### src/rtl/adc_scanner.sv
// adc_scanner: round-robin sequencer for the single-shot ADS1115 adc controller.
// Averages 2^AVG_SHIFT conversions per enabled channel and publishes one result per scan.
`timescale 1ns/1ps
module adc_scanner #(
   parameter logic [3:0]  CHANNEL_MASK   = 4'b1111,
   parameter int unsigned PERIOD_CYCLES  = 270000,
   parameter int unsigned AVG_SHIFT      = 2,
   parameter int unsigned TIMEOUT_CYCLES = 1000000
) (
   input  logic        clk_i,
   input  logic        rst_ni,
   input  logic        run_i,
   output logic        adc_enable_o,
   output logic [1:0]  adc_channel_o,
   input  logic [15:0] adc_data_i,
   input  logic        adc_data_ready_i,
   output logic [15:0] ch0_o,
   output logic [15:0] ch1_o,
   output logic [15:0] ch2_o,
   output logic [15:0] ch3_o,
   output logic [3:0]  valid_o,
   output logic        scan_done_o,
   output logic [3:0]  timeout_o,
   output logic        busy_o
);

   localparam int unsigned AW      = 16 + AVG_SHIFT;
   localparam logic [23:0] PER_LD  = 24'(PERIOD_CYCLES - 1);
   localparam logic [23:0] TMO_MAX = 24'(TIMEOUT_CYCLES - 1);
   localparam logic [4:0]  NSAMP   = 5'(1 << AVG_SHIFT);

   function automatic logic [1:0] lowest_ch(input logic [3:0] m);
      lowest_ch = 2'd0;
      for (int i = 3; i >= 0; i--)
         if (m[i]) lowest_ch = 2'(i);
   endfunction

   localparam logic [1:0] FIRST_CH = lowest_ch(CHANNEL_MASK);

   typedef enum logic [2:0] {
      S_IDLE, S_WAIT, S_REQ, S_REL, S_NEXT
   } state_t;

   state_t r_state, w_next;

   logic               r_enable, r_armed, r_skip, r_rel;
   logic               r_last, r_done, r_run_q;
   logic [1:0]         r_ch;
   logic [4:0]         r_cnt;
   logic [23:0]        r_tmo, r_per;
   logic signed [AW-1:0] r_acc;
   logic [15:0]        r_res [4];
   logic [3:0]         r_valid, r_timeout;

   logic               w_start, w_capture, w_tmo_hit, w_adv;
   logic               w_found;
   logic [1:0]         w_nch;
   logic signed [AW-1:0] w_samp, w_shift;
   logic [15:0]        w_avg;

   assign w_samp  = AW'(signed'(adc_data_i));
   assign w_shift = r_acc >>> AVG_SHIFT;
   assign w_avg   = w_shift[15:0];

   // next enabled channel above the current one; wraps to the lowest
   always_comb begin
      w_found = 1'b0;
      w_nch   = FIRST_CH;
      for (int i = 3; i >= 0; i--) begin
         if (CHANNEL_MASK[i] && (2'(i) > r_ch)) begin
            w_found = 1'b1;
            w_nch   = 2'(i);
         end
      end
   end

   always_comb begin
      w_next    = r_state;
      w_start   = 1'b0;
      w_capture = 1'b0;
      w_tmo_hit = 1'b0;
      w_adv     = 1'b0;
      unique case (r_state)
         S_IDLE: begin
            if (run_i && (CHANNEL_MASK != 4'd0)) begin
               w_next  = S_REQ;
               w_start = 1'b1;
            end
         end
         S_WAIT: begin
            if (!run_i) begin
               w_next = S_IDLE;
            end else if (r_per == 24'd0) begin
               w_next  = S_REQ;
               w_start = 1'b1;
            end
         end
         S_REQ: begin
            if (r_armed && adc_data_ready_i) begin
               w_capture = 1'b1;
               w_next    = S_REL;
            end else if (r_tmo == TMO_MAX) begin
               w_tmo_hit = 1'b1;
               w_next    = S_REL;
            end
         end
         S_REL: begin
            if (r_rel) begin
               if (!run_i) begin
                  w_next = S_IDLE;
               end else if (r_skip || (r_cnt == NSAMP)) begin
                  w_next = S_NEXT;
                  w_adv  = 1'b1;
               end else begin
                  w_next = S_REQ;
               end
            end
         end
         S_NEXT: begin
            if (!r_last)    w_next = S_REQ;
            else if (run_i) w_next = S_WAIT;
            else            w_next = S_IDLE;
         end
         default: w_next = S_IDLE;
      endcase
   end

   always_ff @(posedge clk_i or negedge rst_ni) begin
      if (!rst_ni) r_state <= S_IDLE;
      else         r_state <= w_next;
   end

   always_ff @(posedge clk_i or negedge rst_ni) begin
      if (!rst_ni) begin
         r_enable  <= 1'b0;
         r_armed   <= 1'b0;
         r_skip    <= 1'b0;
         r_rel     <= 1'b0;
         r_last    <= 1'b0;
         r_done    <= 1'b0;
         r_run_q   <= 1'b0;
         r_ch      <= 2'd0;
         r_cnt     <= 5'd0;
         r_tmo     <= 24'd0;
         r_per     <= 24'd0;
         r_acc     <= '0;
         r_valid   <= 4'd0;
         r_timeout <= 4'd0;
         for (int i = 0; i < 4; i++) r_res[i] <= 16'd0;
      end else begin
         r_enable <= (w_next == S_REQ);
         r_run_q  <= run_i;
         r_rel    <= (r_state == S_REL) && !r_rel;
         r_done   <= w_adv && !w_found;
         if (w_start)              r_per <= PER_LD;
         else if (r_per != 24'd0)  r_per <= r_per - 24'd1;
         if (r_state == S_REQ) r_tmo <= r_tmo + 24'd1;
         else                  r_tmo <= 24'd0;
         // a stale ready from the last conversion must drop before it counts
         if (r_state != S_REQ)       r_armed <= 1'b0;
         else if (!adc_data_ready_i) r_armed <= 1'b1;
         if (run_i && !r_run_q) r_timeout <= 4'd0;
         if (r_state == S_IDLE) r_ch <= FIRST_CH;
         if (w_start) begin
            r_ch   <= FIRST_CH;
            r_acc  <= '0;
            r_cnt  <= 5'd0;
            r_skip <= 1'b0;
            r_last <= 1'b0;
         end
         if (w_capture) begin
            r_acc <= r_acc + w_samp;
            r_cnt <= r_cnt + 5'd1;
         end
         if (w_tmo_hit) begin
            r_skip          <= 1'b1;
            r_timeout[r_ch] <= 1'b1;
         end
         if (w_adv) begin
            if (!r_skip) begin
               r_res[r_ch]   <= w_avg;
               r_valid[r_ch] <= 1'b1;
            end
            r_ch   <= w_nch;
            r_last <= !w_found;
            r_acc  <= '0;
            r_cnt  <= 5'd0;
            r_skip <= 1'b0;
         end
      end
   end

   assign adc_enable_o  = r_enable;
   assign adc_channel_o = r_ch;
   assign ch0_o         = r_res[0];
   assign ch1_o         = r_res[1];
   assign ch2_o         = r_res[2];
   assign ch3_o         = r_res[3];
   assign valid_o       = r_valid;
   assign scan_done_o   = r_done;
   assign timeout_o     = r_timeout;
   assign busy_o        = (r_state == S_REQ) || (r_state == S_REL) ||
                          (r_state == S_NEXT);

endmodule
### config.mk
export PLATFORM = sky130hd
export DESIGN_NAME = adc_scanner
export DESIGN_NICKNAME = d
export VERILOG_FILES = /design/src/rtl/adc_scanner.sv
export SDC_FILE = /design/constraint.sdc
export NUM_CORES = 1
export LEC_CHECK = 0
export CORE_MARGIN = 2
export CORE_UTILIZATION = 50
export DETAILED_ROUTE_END_ITERATION = 10
export MAX_ROUTING_LAYER = met4
export PLACE_DENSITY = 0.73
export RECOVER_POWER = 25
export SLEW_MARGIN = 20
export SYNTH_ARGS = -nofsm -noshare
export SYNTH_HDL_FRONTEND = slang
export SYNTH_SLANG_ARGS = --single-unit
### constraint.sdc
create_clock -name clk_i -period 6.05 [get_ports clk_i]
set_input_delay 1.815 -clock clk_i [delete_from_list [all_inputs] [get_ports clk_i]]
set_output_delay 1.815 -clock clk_i [all_outputs]
set_load 0.02 [all_outputs]
* Word-level counts from Yosys, hierarchy flattened *
Index checks and enable logic that the tools add are counted.

storage, ports and cells
  register bits after elaboration = 155
  input port bits = 20
  output and inout port bits = 77

cells by class
  $add $sub $neg = 4
  magnitude comparators = 8
  equal/unequal tests = 9
  mux-type cells = 57
  bitwise operators = 4
  reduce and logical (&&, ||, !) cells = 21

operators by type and width
  cell                   number
  $mux 24                3
  $bwmux 64              1
  $mux 18                3
  $demux 16 s2           1
  $add 24x1->24 const B  1
  $eq 24x20->1 const B   1
  $logic_not 24->1       1
  $mux 1                 24
  $mux 3                 8
  $reduce_bool 24->1     1
  $sub 24x1->24 const B  1
  $add 18x16->18         1
  $mux 16                1
  $mux 2                 8
  $mux 5                 3
  $pmux 3 s5             1
  $eq 3x2->1 const B     3
  $reduce_bool 3->1      3
  $mux 4                 2
  $or 4x4->4             2
  $logic_and 1x1->1      6
  $add 5x1->5 const B    1
  $eq 5x3->1 const B     1
  $gt 1x2->1 const A     2
  other kinds (18)       24

* Longest topological paths before layout *
  word-level depth = 7
  gate-level depth with buffers = 10
  gate-level depth less buffers = 8

* Worst setup path before layout *
OpenSTA, ideal clock, no wires.

  path kind = input port to flip-flop
  from = input adc_data_i[0]
  to = register r_acc[16]
  arrival = 3527 ps
  data required time = 5917 ps
  setup slack = 2390 ps
  stages = 8
  cell sequence = ha_1 fa_1 a211oi_1 or4_1 nand2_1 a311o_1 xnor2_1 o21ai_0

on the way
  longest elaborated chain between the ends = 3

ends and longest elaborated chain
  item                  RTL line  source
  start, declared       15        input logic [15:0] adc_data_i,
  $add 18x16->18        172       r_acc <= r_acc + w_samp;
  $mux 18               171       if (w_capture) begin
  $mux 18               179       if (w_adv) begin
  end signal, assigned  172
  end, declared         51        logic signed [AW-1:0] r_acc;

Every way passes these cells.
A chain may end at the register's enable or synchronous reset.

==> results_dict.tcl <==
set metrics [dict create \
    io-pin-count 97 \
    synth_area_leaders "dfrtp_1 (52%), mux2_2 (9.7%), ha_1 (4.6%)" \
    violations "capacitance limit, slew limit" \
    worstSetupStartpoint "rst_ni" \
    grt_pass1_vias 5798 \
    clock_sinks 155 \
    ir_worst_vdd_mv 0.211 \
    drv_slew 119 \
    worst_pin_slew_ps 2930 \
    fillers 1191 \
    yosys_warnings 0 \
    clockPowerShare_pct 30.3 \
    yosys-top-cells-count "dfrtp_1 (155), mux2_2 (64), nand2_1 (60)" \
    cts_tree "done" \
    fin_area_mm2 0.00908 \
    power.leakage_uw 0.00414 \
    ys_seq_elements 155 \
    fin_crit_sh_pct 67.2 \
    critical-path-max-stage-delay_ps 1960 \
    yosysTopAreaCell "dfrtp_1" \
    ctsResizeCount 0 \
    synth_nets 715 \
    area_growth_pct 22.3 \
    synth_edf_count 0 \
    synth.distinct_cells 60 \
    cts-buffers-inserted 17 \
    endpoint_kind "async pin" \
    hpwl_um 11300 \
    grt_usage_pct 23.1 \
    die-width_um 126 \
    finalSetupViolCount 0 \
    grt_first_pass_wirelength_um 28800 \
    clk_pin_slew_ps 60 \
    core-area_mm2 0.0145 \
    ctsHtreeMaxLevel 4 \
    clock_path_buffers 2 \
    netlist.area_leader.share_pct 52.3 \
    cp_max_fo 118 \
    arrival_ps 4600 \
    synthArstFlopShare_pct 100 \
    outcome "finished, violations left" \
    final.min_clock_period_ps 4070 \
    grt_max_degree 119 \
    clk_latency_ps 420 \
    syn_area_mm2 0.00742 \
    via_per_inst 5.74 \
    cts_setup_buffers 0 \
    gp_congestion 0.870 \
    fin_nets 814 \
    holdCritStartpoint "valid_o[2]" \
    row_count 44 \
    ys_seq_area_share_pct 52.3 \
    drtIter0Drc 323 \
    r2r-start "r_state[2]" \
    drc 0 \
    vias 5515 \
    initial_utilization_pct 51.1 \
    rsz0062_at_grt "no" \
    p_comb_share_pct 27.2 \
    synth.most_common_cell "dfrtp_1" \
    critPathLaunchType "input port" \
    crit_required_ps 6590 \
    dr.pass1.iters 4 \
    synth-main-ff-cell "dfrtp_1" \
    antenna_found_initial 0 \
    die_h_um 126 \
    internal_power_uw 2060 \
    slowest_stage "clkbuf_2" \
    powerDensity_mw_per_mm2 344 \
    path_cells "clkbuf_2 -> buf_4" \
    worstHoldPathType "reg -> reg" \
    maxSlewHeadroom_pct -95.3 \
    switchingPower_uw 1050 \
    swShare_pct 33.8 \
    drt_wl_total_um 16800 \
    layout-drive-gt1-share_pct 14.4 \
    cts_hold_buf 0 \
    final.setup.tns_ps 0 \
    dieArea_mm2 0.0158 \
    utilization_pct 62.4 \
    max_freq_mhz 246 \
    path_buf_inv 2 \
    portBuffers 96 \
    p_seq_share_pct 42.4 \
    placed_cell_area_mm2 0.00856 \
    finClkSkew_ps 15.0 \
    crit_family "buffers and inverters" \
    synth_area_per_cell_um2 11.1 \
    wl_per_cell_um 17.4 \
    ant_nets 0 \
    num_antenna_cells 0 \
    drv_cap 1 \
    cts_root_buffer "clkbuf_16" \
    hold_violations 0 \
    critPathKind "in -> async" \
    grt-ovfl-total 0 \
    netlist_instances 667 \
]
## stage by stage
step,instances,hold WS [ps],setup slack [ps],power [µW]
finish,961,464,1980,3120
global route,961,488,1370,3320
CTS,961,469,2050,3140
detailed placement,931,451,1670,2170
global placement,931,451,1710,2120
floorplan,667,441,2390,1920
## cell usage in the layout (no fill, tap or decap), types with 6 or more instances in the layout
cell type / n
a21o_1: 8
a21oi_1: 18
a22o_1: 8
and3_1: 6
clkbuf_16: 17
clkdlybuf4s50_1: 93
clkinv_2: 6
dfrtp_1: 155
ha_1: 27
inv_1: 13
mux2_2: 64
nand2_1: 60
nand2b_1: 9
nand3_1: 23
nand4_1: 7
nor2_1: 59
nor3_1: 16
nor4_1: 8
o21ai_0: 30
or3_1: 9
or4_1: 7
xnor2_1: 27
xor2_1: 22
## kinds of logic after synthesis
kind of cell / Yosys count / share of synthesized area [%]
flops: 155 / 52.3
mux: 66 / 9.98
fa+ha+maj: 28 / 4.82
simple gates: 231 / 15.9
buf+inv: 33 / 1.75
xor+xnor: 49 / 5.78
compound gates: 105 / 9.49
## final cells by class
| cell class | instances | area (µm²) | share of cell area (%) |
|---|---|---|---|
| flip-flops and latches | 155 | 3880 | 42.7 |
| inverters | 13 | 48.8 | 0.538 |
| multi-input cells | 479 | 3410 | 37.6 |
| repair buffers | 100 | 986 | 10.9 |
| well taps | 184 | 230 | 2.54 |
| clock inverters | 8 | 46.3 | 0.510 |
| clock buffers | 22 | 474 | 5.22 |
## power groups by stage
stage / clock [µW] / sequential [µW] / combinational (µW)
2_1_floorplan: 0 / 1300 / 623
3_3_place_gp: 0 / 1320 / 801
3_5_place_dp: 0 / 1340 / 835
4_1_cts: 965 / 1320 / 850
5_1_grt: 1010 / 1350 / 956
6_report: 946 / 1320 / 850
## layer usage
metal,share of wire [%],wire length [µm],vias to the layer above,track usage (%)
li1,-,-,2570,-
met1,44,7440,2787,29.7
met2,50,8380,129,37.3
met3,4.0,665,29,5.18
met4,1.5,258,0,6.53
met5,0,0,-,-
## flip-flops by register name, summed over array words and instances (netlist names)
signal,count
r_per,24
r_tmo,24
r_acc,18
ch0_o,16
ch1_o,16
ch2_o,16
ch3_o,16
r_cnt,5
timeout_o,4
valid_o,4
r_state,3
adc_channel_o,2
adc_enable_o,1
r_armed,1
r_last,1
r_rel,1
r_run_q,1
r_skip,1
scan_done_o,1
## final timing paths
path	end	slack, ps	depth (start not counted)
worst min register to register	valid_o[2]	460	1
worst max-delay path	ch0_o[11]	1980	2
min in group asynchronous	r_run_q	2290	1
max in group clk_i	r_acc[16]	2030	9
worst min-delay path	valid_o[2]	460	1
worst max register to register	r_cnt[2]	3020	7
Power figures use the tool's default switching activity.
